**src/rtl/gray_world_gain_ch_pkg.sv**
```systemverilog
// Shared constants, sizing helpers and FSM encoding for the gray-world gain stage.
package gray_world_pkg;

  typedef enum logic [1:0] {
    IDLE   = 2'd0,
    ACTIVE = 2'd1,
    STAT   = 2'd2
  } state_t;

  // Default fractional precision of the gains and the matching unity value.
  localparam int GAIN_FRAC_DEF = 8;
  localparam int UNITY_GAIN_DEF = 1 << GAIN_FRAC_DEF;

  // Ceiling log2; clog2(1) = 0.
  function automatic int clog2(input int n);
    int r;
    r = 0;
    for (int v = 1; v < n; v = v * 2) r++;
    return r;
  endfunction

  // Counter width that never collapses to zero bits.
  function automatic int cnt_w(input int n);
    return (clog2(n) < 1) ? 1 : clog2(n);
  endfunction

  // Per-channel frame sum width: large enough for a full frame of max pixels.
  function automatic int sum_w(input int data_w, input int nrows, input int ncol);
    return data_w + clog2(nrows * ncol);
  endfunction

  // Unity gain for a given number of fractional bits.
  function automatic int unity_gain(input int gain_frac);
    return 1 << gain_frac;
  endfunction

endpackage

```
**src/rtl/gray_world_gain_ch_gain_mul_sat.sv**
```systemverilog
// One colour channel: register pixel*gain, then round to nearest and saturate.
module gain_mul_sat #(
  parameter int DATA_W    = 8,
  parameter int GAIN_W    = 10,
  parameter int GAIN_FRAC = 8
) (
  input  logic              clk,
  input  logic              rst,
  input  logic              ce,
  input  logic [DATA_W-1:0] pix,
  input  logic [GAIN_W-1:0] gain,
  output logic [DATA_W-1:0] pix_out
);

  localparam int PROD_W = DATA_W + GAIN_W;
  // Half an LSB of the output, added before the truncating shift.
  localparam logic [PROD_W:0] HALF    = {{PROD_W{1'b0}}, 1'b1} << (GAIN_FRAC - 1);
  localparam logic [PROD_W:0] PIX_MAX = {{(PROD_W + 1 - DATA_W){1'b0}}, {DATA_W{1'b1}}};

  logic [PROD_W-1:0] prod;
  logic [PROD_W:0]   rounded;

  // One extra bit so the rounding addend can never wrap the product.
  assign rounded = ({1'b0, prod} + HALF) >> GAIN_FRAC;

  // Stage 1 holds the raw product, stage 2 the rounded and clipped pixel.
  always_ff @(posedge clk) begin
    if (rst) begin
      prod    <= '0;
      pix_out <= '0;
    end else if (ce) begin
      prod    <= PROD_W'(pix) * PROD_W'(gain);
      pix_out <= (rounded > PIX_MAX) ? {DATA_W{1'b1}} : rounded[DATA_W-1:0];
    end
  end

endmodule

```
**src/rtl/gray_world_gain_ch.sv**
```systemverilog
// Per-channel white-balance gain stage with per-frame input statistics.
//
// Handshake: a beat transfers on any edge where tvalid & tready are both high.
// The whole pipeline advances together on ce = !m_axis_tvalid | m_axis_tready,
// and s_axis_tready is exactly ce, so a stalled output freezes every stage and
// holds m_axis_tdata/tuser/tlast stable. Empty slots travel as tvalid = 0.
module gray_world_gain_ch
  import gray_world_pkg::*;
#(
  parameter int DATA_W    = 8,
  parameter int NCH       = 3,
  parameter int GAIN_W    = 10,
  parameter int GAIN_FRAC = 8,
  parameter int Nrows     = 480,
  parameter int Ncol      = 640,
  localparam int SUM_W    = sum_w(DATA_W, Nrows, Ncol)
) (
  input  logic                  clk,
  input  logic                  rst,
  input  logic                  s_axis_tvalid,
  output logic                  s_axis_tready,
  input  logic                  s_axis_tuser,
  input  logic                  s_axis_tlast,
  input  logic [NCH*DATA_W-1:0] s_axis_tdata,
  output logic                  m_axis_tvalid,
  input  logic                  m_axis_tready,
  output logic                  m_axis_tuser,
  output logic                  m_axis_tlast,
  output logic [NCH*DATA_W-1:0] m_axis_tdata,
  input  logic [NCH*GAIN_W-1:0] gain_in,
  input  logic                  gain_valid,
  input  logic                  bypass,
  output logic [NCH*SUM_W-1:0]  sum_out,
  output logic                  stat_valid,
  output logic                  frame_err,
  output state_t                dbg_state
);

  localparam int COL_W = cnt_w(Ncol);
  localparam int ROW_W = cnt_w(Nrows);
  localparam logic [COL_W-1:0]  COL_LAST = COL_W'(Ncol - 1);
  localparam logic [ROW_W-1:0]  ROW_LAST = ROW_W'(Nrows - 1);
  localparam logic [GAIN_W-1:0] UNITY    = GAIN_W'(unity_gain(GAIN_FRAC));

  logic ce, accept, sof_acc;
  assign ce            = !m_axis_tvalid | m_axis_tready;
  assign s_axis_tready = ce;
  assign accept        = s_axis_tvalid & ce;
  assign sof_acc       = accept & s_axis_tuser;

  // ---------------- gains and bypass ----------------
  logic [NCH*GAIN_W-1:0] gain_pend, gain_act, gain_eff;
  logic                  byp_act, byp_eff;

  // Pending gains load anytime; active gains and bypass only move at an accepted SOF.
  always_ff @(posedge clk) begin
    if (rst) begin
      gain_pend <= {NCH{UNITY}};
      gain_act  <= {NCH{UNITY}};
      byp_act   <= 1'b0;
    end else begin
      if (gain_valid) gain_pend <= gain_in;
      if (sof_acc) begin
        gain_act <= gain_pend;
        byp_act  <= bypass;
      end
    end
  end

  // The SOF beat already belongs to the new frame, so it sees the values being latched.
  assign gain_eff = sof_acc ? gain_pend : gain_act;
  assign byp_eff  = sof_acc ? bypass    : byp_act;

  // Bypass is unity gain: (p << FRAC) + half, shifted back, is exactly p.
  for (genvar i = 0; i < NCH; i++) begin : g_ch
    logic [GAIN_W-1:0] g;
    assign g = byp_eff ? UNITY : gain_eff[i*GAIN_W +: GAIN_W];
    gain_mul_sat #(
      .DATA_W   (DATA_W),
      .GAIN_W   (GAIN_W),
      .GAIN_FRAC(GAIN_FRAC)
    ) u_mul (
      .clk    (clk),
      .rst    (rst),
      .ce     (ce),
      .pix    (s_axis_tdata[i*DATA_W +: DATA_W]),
      .gain   (g),
      .pix_out(m_axis_tdata[i*DATA_W +: DATA_W])
    );
  end

  // ---------------- sideband pipeline ----------------
  logic v1, u1, l1;

  // Valid/SOF/EOL follow the data through the same two enabled stages.
  always_ff @(posedge clk) begin
    if (rst) begin
      v1            <= 1'b0;
      u1            <= 1'b0;
      l1            <= 1'b0;
      m_axis_tvalid <= 1'b0;
      m_axis_tuser  <= 1'b0;
      m_axis_tlast  <= 1'b0;
    end else if (ce) begin
      v1            <= accept;
      u1            <= accept & s_axis_tuser;
      l1            <= accept & s_axis_tlast;
      m_axis_tvalid <= v1;
      m_axis_tuser  <= u1;
      m_axis_tlast  <= l1;
    end
  end

  // ---------------- framing FSM and statistics ----------------
  state_t                       state, state_n;
  logic [ROW_W-1:0]             row, row_n, cur_row;
  logic [COL_W-1:0]             col, col_n, cur_col;
  logic [NCH-1:0][SUM_W-1:0]    acc, acc_n, base;
  logic [NCH*SUM_W-1:0]         sum_n;
  logic                         err_n, stat_n;

  // Next state: STAT flushes the sums; any SOF restarts position and sums at this beat.
  always_comb begin
    state_n = state;
    row_n   = row;
    col_n   = col;
    acc_n   = acc;
    sum_n   = sum_out;
    err_n   = 1'b0;
    stat_n  = 1'b0;
    cur_row = row;
    cur_col = col;
    base    = acc;
    if (state == STAT) begin
      stat_n  = 1'b1;
      sum_n   = acc;
      acc_n   = '0;
      base    = '0;
      state_n = IDLE;
    end
    if (accept) begin
      if (s_axis_tuser) begin
        if (state == ACTIVE) err_n = 1'b1;
        state_n = ACTIVE;
        cur_row = '0;
        cur_col = '0;
        base    = '0;
      end
      if (s_axis_tuser || state == ACTIVE) begin
        for (int c = 0; c < NCH; c++)
          acc_n[c] = base[c] + SUM_W'(s_axis_tdata[c*DATA_W +: DATA_W]);
        if (s_axis_tlast) begin
          if (cur_col != COL_LAST) err_n = 1'b1;
          col_n = '0;
          if (cur_row == ROW_LAST) begin
            row_n   = '0;
            state_n = STAT;
          end else begin
            row_n = cur_row + 1'b1;
          end
        end else begin
          col_n = cur_col + 1'b1;
          row_n = cur_row;
        end
      end
    end
  end

  // FSM, position counters, accumulators and registered status pulses.
  always_ff @(posedge clk) begin
    if (rst) begin
      state      <= IDLE;
      row        <= '0;
      col        <= '0;
      acc        <= '0;
      sum_out    <= '0;
      stat_valid <= 1'b0;
      frame_err  <= 1'b0;
    end else begin
      state      <= state_n;
      row        <= row_n;
      col        <= col_n;
      acc        <= acc_n;
      sum_out    <= sum_n;
      stat_valid <= stat_n;
      frame_err  <= err_n;
    end
  end

  assign dbg_state = state;

endmodule

```
**config.mk**
```make
export PLATFORM = sky130hd
export DESIGN_NAME = gray_world_gain_ch
export DESIGN_NICKNAME = d
export VERILOG_FILES = /design/src/rtl/gray_world_gain_ch_pkg.sv /design/src/rtl/gray_world_gain_ch_gain_mul_sat.sv /design/src/rtl/gray_world_gain_ch.sv
export SDC_FILE = /design/constraint.sdc
export NUM_CORES = 1
export LEC_CHECK = 0
export ABC_AREA = 1
export CAP_MARGIN = 10
export CORE_ASPECT_RATIO = 1.5
export CORE_UTILIZATION = 30
export CTS_CLUSTER_SIZE = 30
export DETAILED_ROUTE_END_ITERATION = 10
export PLACE_DENSITY_LB_ADDON = 0.12
export SYNTH_ARGS = -nofsm -noshare
export SYNTH_HDL_FRONTEND = slang
export SYNTH_SLANG_ARGS = --single-unit
```
**constraint.sdc**
```tcl
create_clock -name clk -period 12.74 [get_ports clk]
set_input_delay 2.548 -clock clk [delete_from_list [all_inputs] [get_ports clk]]
set_output_delay 2.548 -clock clk [all_outputs]
set_load 0.01 [all_outputs]
```
### Word level (Yosys, flattened, before mapping)

Cells that the tools add are included.

* multiplexer cells: 32
* $mul: 3
* bitwise gates (word level): 5
* reductions and logical operators: 4
* eq/ne operators: 4
* $lt $le $gt $ge: 3
* $add $sub $neg: 8

Operators by type and width (number)
* $mux W81: 5
* $add A27 B8 Y27: 3
* $mux W10: 6
* $add A18 B8 Y19 const B: 3
* $mul A8 B10 Y18: 3
* $mux W9: 4
* $gt A11 B8 Y1 const B: 3
* $mux W30: 1
* $mux W8: 3
* $mux W2: 6
* $add A10 B1 Y10 const B: 1
* $ne A10 B10 Y1 const B: 1
* $add A9 B1 Y9 const B: 1
* $eq A9 B9 Y1 const B: 1
* $mux W1: 7
* $and A1 B1 Y1: 3
* $eq A2 B1 Y1 const B: 1
* $eq A2 B2 Y1 const B: 1
* $reduce_and A2 Y1: 1
* $reduce_or A2 Y1: 1
* $logic_not A1 Y1: 1
* $logic_or A1 B1 Y1: 1
* $not A1 Y1: 1
* $or A1 B1 Y1: 1

* input bits: 62
* output and inout port bits: 113
* logic and storage cells: 83
* flip-flop bits (word level): 330

### Longest topological paths before layout

* depth in word-level cells: 9
* depth in mapped cells: 29
* mapped depth without buffers: 28

### By module

From an unflattened synthesis, not the netlist that was laid out.

* cells, all modules: 3539
* area, all modules: 23845.4 um2

Modules (own cells, without submodules)
* gray_world_gain_ch: cells an instance 1774, sequential area each 5044.8 um2, area each 12395.6 um2, times used 1
* gain_mul_sat (g_ch[0].u_mul): cells an instance 599, sequential area each 380.4 um2, area each 3857.4 um2, times used 1
* gain_mul_sat (g_ch[1].u_mul): cells an instance 584, sequential area each 380.4 um2, area each 3808.7 um2, times used 1
* gain_mul_sat (g_ch[2].u_mul): cells an instance 582, sequential area each 380.4 um2, area each 3783.6 um2, times used 1

### Worst setup path before layout

OpenSTA, ideal clock, no wires.

* path type: input to register
* from: in s_axis_tvalid
* to: reg g_ch[1].u_mul.prod[16]
* buffers on the path: 3
* required time: 12626 ps
* setup slack: 5475 ps
* arrival: 7151 ps
* cell stages on the path: 26
* setup time: 114 ps
* cells stage by stage: buf_6 nand3_4 nand2_1 nand2_1 buf_6 inv_2 clkbuf_1 nor2_1 inv_1 nor2_1 fa_1 fa_1 fa_1 inv_1 fa_1 inv_1 ha_1 a21oi_1 o21a_1 inv_1 a221oi_1 nand2_1 nand2_1 nand2_1 o21bai_1 inv_1

* cells in the longest elaborated chain, start to end: 5
* elaborated cells on any way between the ends: 6
* classes of those cells: mul: 1; mux: 3; bitwise: 2

Ends and longest elaborated chain
* start, declared: RTL line gray_world_gain_ch.sv:20 `input logic s_axis_tvalid,`
* $and A1 B1 Y1 (*): RTL line gray_world_gain_ch.sv:48 `assign accept = s_axis_tvalid & ce;`
* $and A1 B1 Y1 (*): RTL line gray_world_gain_ch.sv:49 `assign sof_acc = accept & s_axis_tuser;`
* $mux W30 / $mux W1 (equally long branches)
* $mux W10 (*): RTL line gray_world_gain_ch.sv:77 `assign g = byp_eff ? UNITY : gain_eff[i*GAIN_W +: GAIN_W];`
* $mul A8 B10 Y18 (*): RTL line gray_world_gain_ch_gain_mul_sat.sv:32 `prod <= PROD_W'(pix) * PROD_W'(gain);`
* end signal, assigned: RTL line gray_world_gain_ch_gain_mul_sat.sv:32
* end, declared: RTL line gray_world_gain_ch_gain_mul_sat.sv:20 `logic [PROD_W-1:0] prod;`

Mark *: on every way between the ends. The rest lies on a longest branch, timed or not.
A chain may end at the register's enable or synchronous reset.

### Final worst setup path

* from: in s_axis_tvalid
* to: reg g_ch[1].u_mul.prod[17]

The elaborated chain is that of the path after synthesis.

==> results by group <==
Run status
  • Run status: finished clean

Routing
  • Count of vias placed by the detailed router: 19,854
  • Post-detailed-route via-to-cell ratio: 4.80
  • Average wire length per cell after detail routing: 16.7 um
  • Post-Route WL: 69,100 um
  • DRC marker count from the first detailed-route iteration: 942
  • Remaining antenna violation count: 0
  • Remaining DRCs: 0
  • Detailed Routing Iterations Pass 1: 5

Worst setup path
  • Crit end category: register
  • WS Path Type: primary input to register
  • Longest individual stage delay on the worst path: 0.70 ns
  • Worst Path Arrival: 9.17 ns
  • Category of the worst setup path launch point: primary input
  • Data required time of the critical path: 13.18 ns
  • Top cell family by delay on the critical path: adder cells
  • Crit path max fanout: 30
  • Critical Path Slowest Stage Cell: clkdlybuf4s50_1
  • Worst path bufs/invs: 7

Finish
  • Layout Nets: 3,533
  • Diodes inserted: 0
  • Area Growth Syn to Fin: 16.6%
  • Final Core Density: 0.354
  • Area of the multi-input gates: 13,500 sq um
  • Count of fill cells added during filler insertion: 7,779
  • Area used by sequential logic in the layout: 6190 sq um
  • Fraction of layout instances using a drive strength above 1: 0.0438

Power
  • Leakage power: 11.9 nW
  • Power density relative to cell area: 105 nW/um^2
  • Post-layout total power: 0.00270 W
  • Highest ir drop seen on vdd: 65.5 uV

STA
  • Shortest period the worst path allows: 8.73 ns
  • Highest clock frequency the design can meet: 0.115 GHz
  • Count of final setup violators: 0
  • Summed negative setup slack over all endpoints: 0 ns
  • Clock skew after layout: 0.0272 ns
  • Unrepaired setup endpoints after global routing: no
  • Worst Slack Setup Final: 4.01 ns
  • Ratio of final minimum period to clock period: 0.685
  • Worst slew slack as a fraction of its limit: 0.285
  • Total count of max-transition violations in the final report: 0
  • Final hold vios: 0
  • Measured slew at the worst slew-check pin: 1.07 ns

Floorplanning
  • Vertical die dimension: 334 um
  • Die width: 223 um
  • Core ar.: 72,700 sq um
  • Die Area: 74,600 sq um
  • Top-level port count: 175
  • Effective utilization at floorplan: 0.303
  • Floorplan row count: 121

Worst hold path
  • Min-Delay Path Class: register to register

Place
  • Final Wtd Congestion: 0.877
  • Worst slack, placed: 3.41 ns
  • IO buf count: 174
  • Total half-perimeter wirelength after legalization and detailed placement: 52,500 um

Global routing
  • GRT overflow: 0
  • Pin count of the biggest net entering global routing: 139
  • Number of global-route vias before repair: 20,132
  • Total track usage: 0.187
  • Wire length of the first global-routing pass: 111,000 um
  • Number of antenna violations at the first check in global routing: 1

Synth
  • Number of enable-type register cells in the synthesized netlist: 0
  • Dominant cells by area after synthesis: dfxtp_1, fa_1, nor2_1, nand2_1, inv_1
  • Syn Inst Count: 3,083
  • Area fraction of the dominant cell type after synthesis: 0.281
  • Asr flop ratio synth: 0
  • Leading post-synthesis cells by instance count: nor2_1, nand2_1, inv_1
  • Number of nets in the synthesized netlist: 3,423
  • Most used flip-flop cell after synthesis: dfxtp_1
  • Number of distinct library cells after synthesis: 55
  • Most instantiated library cell after synthesis: nor2_1
  • Part of the Yosys area used for sequential elements: 0.281
  • Mapped Area: 22,000 sq um
  • Synthesis-stage register bit count: 309
  • Average cell area after synthesis: 7.15 sq um
  • Yosys Warn Count: 0
  • Biggest area consumer among synthesized cells: dfxtp_1

Clock network
  • # hold bufs at CTS: 0
  • Clock tree from TritonCTS: built
  • Maximum clock path buffer count: 3
  • Register clock-pin slew on the reported worst setup and hold paths: 0.06 ns
  • Clock network latency to the later pin of the worst-skew pair: 0.56 ns
  • Clock buffers created by TritonCTS: 36
  • Number of sinks driven by the clock tree: 309
  • Cell at the root of the clock tree: clkbuf_16
  • Post-CTS Resized: 0
  • H-tree depth reported by CTS: 2
  • Setup bufs post-CTS: 0

Job
  • Count of max-cap constraint violations: 0
==> sequential cells by signal, summed over array words and instances (netlist names), 2 cells and up <==
signal,cells
g_ch.u_mul.pix_out,24
row,9
g_ch.u_mul.prod,33
dbg_state,2
sum_out,81
col,10
acc,81
gain_act,30
gain_pend,30
==> power breakdown <==
group          switching [W]  internal (W)
clock network       0.000444      0.000632
registers          0.0000406       0.00102
logic               0.000364      0.000203
total               0.000848       0.00185
==> cell type report <==
cell class              instances  area share
clock buffers                  46      0.0384
inverters                     487      0.0713
flip-flops and latches        309       0.241
clock inverters                15     0.00798
well taps                     922      0.0449
multi-input cells            2170       0.525
repair buffers                189      0.0718
==> tightest hold or removal path, cell delays in order, from the launching register on <==
cell and delay (ns):
dfxtp_1 0.30, inv_1 0.06, a21oi_1 0.06
==> metrics by stage <==
stage | hold slack (ns) | cells | instance area [sq um]
6_report | 0.456 | 4138 | 25700
5_1_grt | 0.479 | 4138 | 25700
4_1_cts | 0.457 | 4138 | 25700
3_5_place_dp | 0.446 | 4077 | 24500
3_3_place_gp | 0.445 | 4077 | 24500
2_1_floorplan | 0.421 | 3083 | 22000
==> cell usage in the layout (no fill, tap or decap), types with 6 or more instances in the layout <==
cell	Yosys	layout
nand2_1	484	484
clkbuf_16	0	36
buf_4	3	16
clkinv_1	17	17
nor3_1	39	39
ha_1	134	134
o21ai_1	16	16
fa_1	144	144
o21bai_1	21	21
o211ai_1	7	7
xor2_1	38	38
nor2_1	564	564
nand3b_1	11	11
nand4_1	31	31
o21ai_0	214	214
nor4_1	10	10
a21boi_0	7	7
a21o_1	6	6
nor2_4	6	7
clkinv_2	1	6
a21oi_1	168	168
a31oi_1	28	28
o21a_1	8	8
xnor2_1	18	18
nand2_2	10	9
nand3_1	130	130
dfxtp_1	309	309
a211oi_1	7	7
nor2_2	14	13
inv_1	459	458
clkdlybuf4s50_1	0	172
o221ai_1	8	8
inv_2	10	10
==> cells by family after synthesis <==
family,after synthesis,share of synthesized area
mux,6,0.00278
flops,309,0.281
xor+xnor,56,0.0223
buf+inv,604,0.108
compound gates,506,0.127
simple gates,1324,0.253
fa+ha+maj,278,0.207
==> metal layers <==
metal,GRT usage,vias up,share of wire
li1,-,9982,-
met1,0.233,9373,0.44
met2,0.335,416,0.49
met3,0.0228,83,0.035
met4,0.0557,0,0.027
met5,0,-,0
==> final timing paths <==
check	slack, ns	from	cells past startpoint	to
setup / recovery	4.01	s_axis_tvalid	25	g_ch[1].u_mul.prod[17]
hold / removal	0.46	acc[69]	2	sum_out[69]
setup reg to reg	6.21	m_axis_tvalid	25	g_ch[1].u_mul.prod[17]
hold reg to reg	0.46	acc[69]	2	sum_out[69]
(Power assumes the default switching activity.)
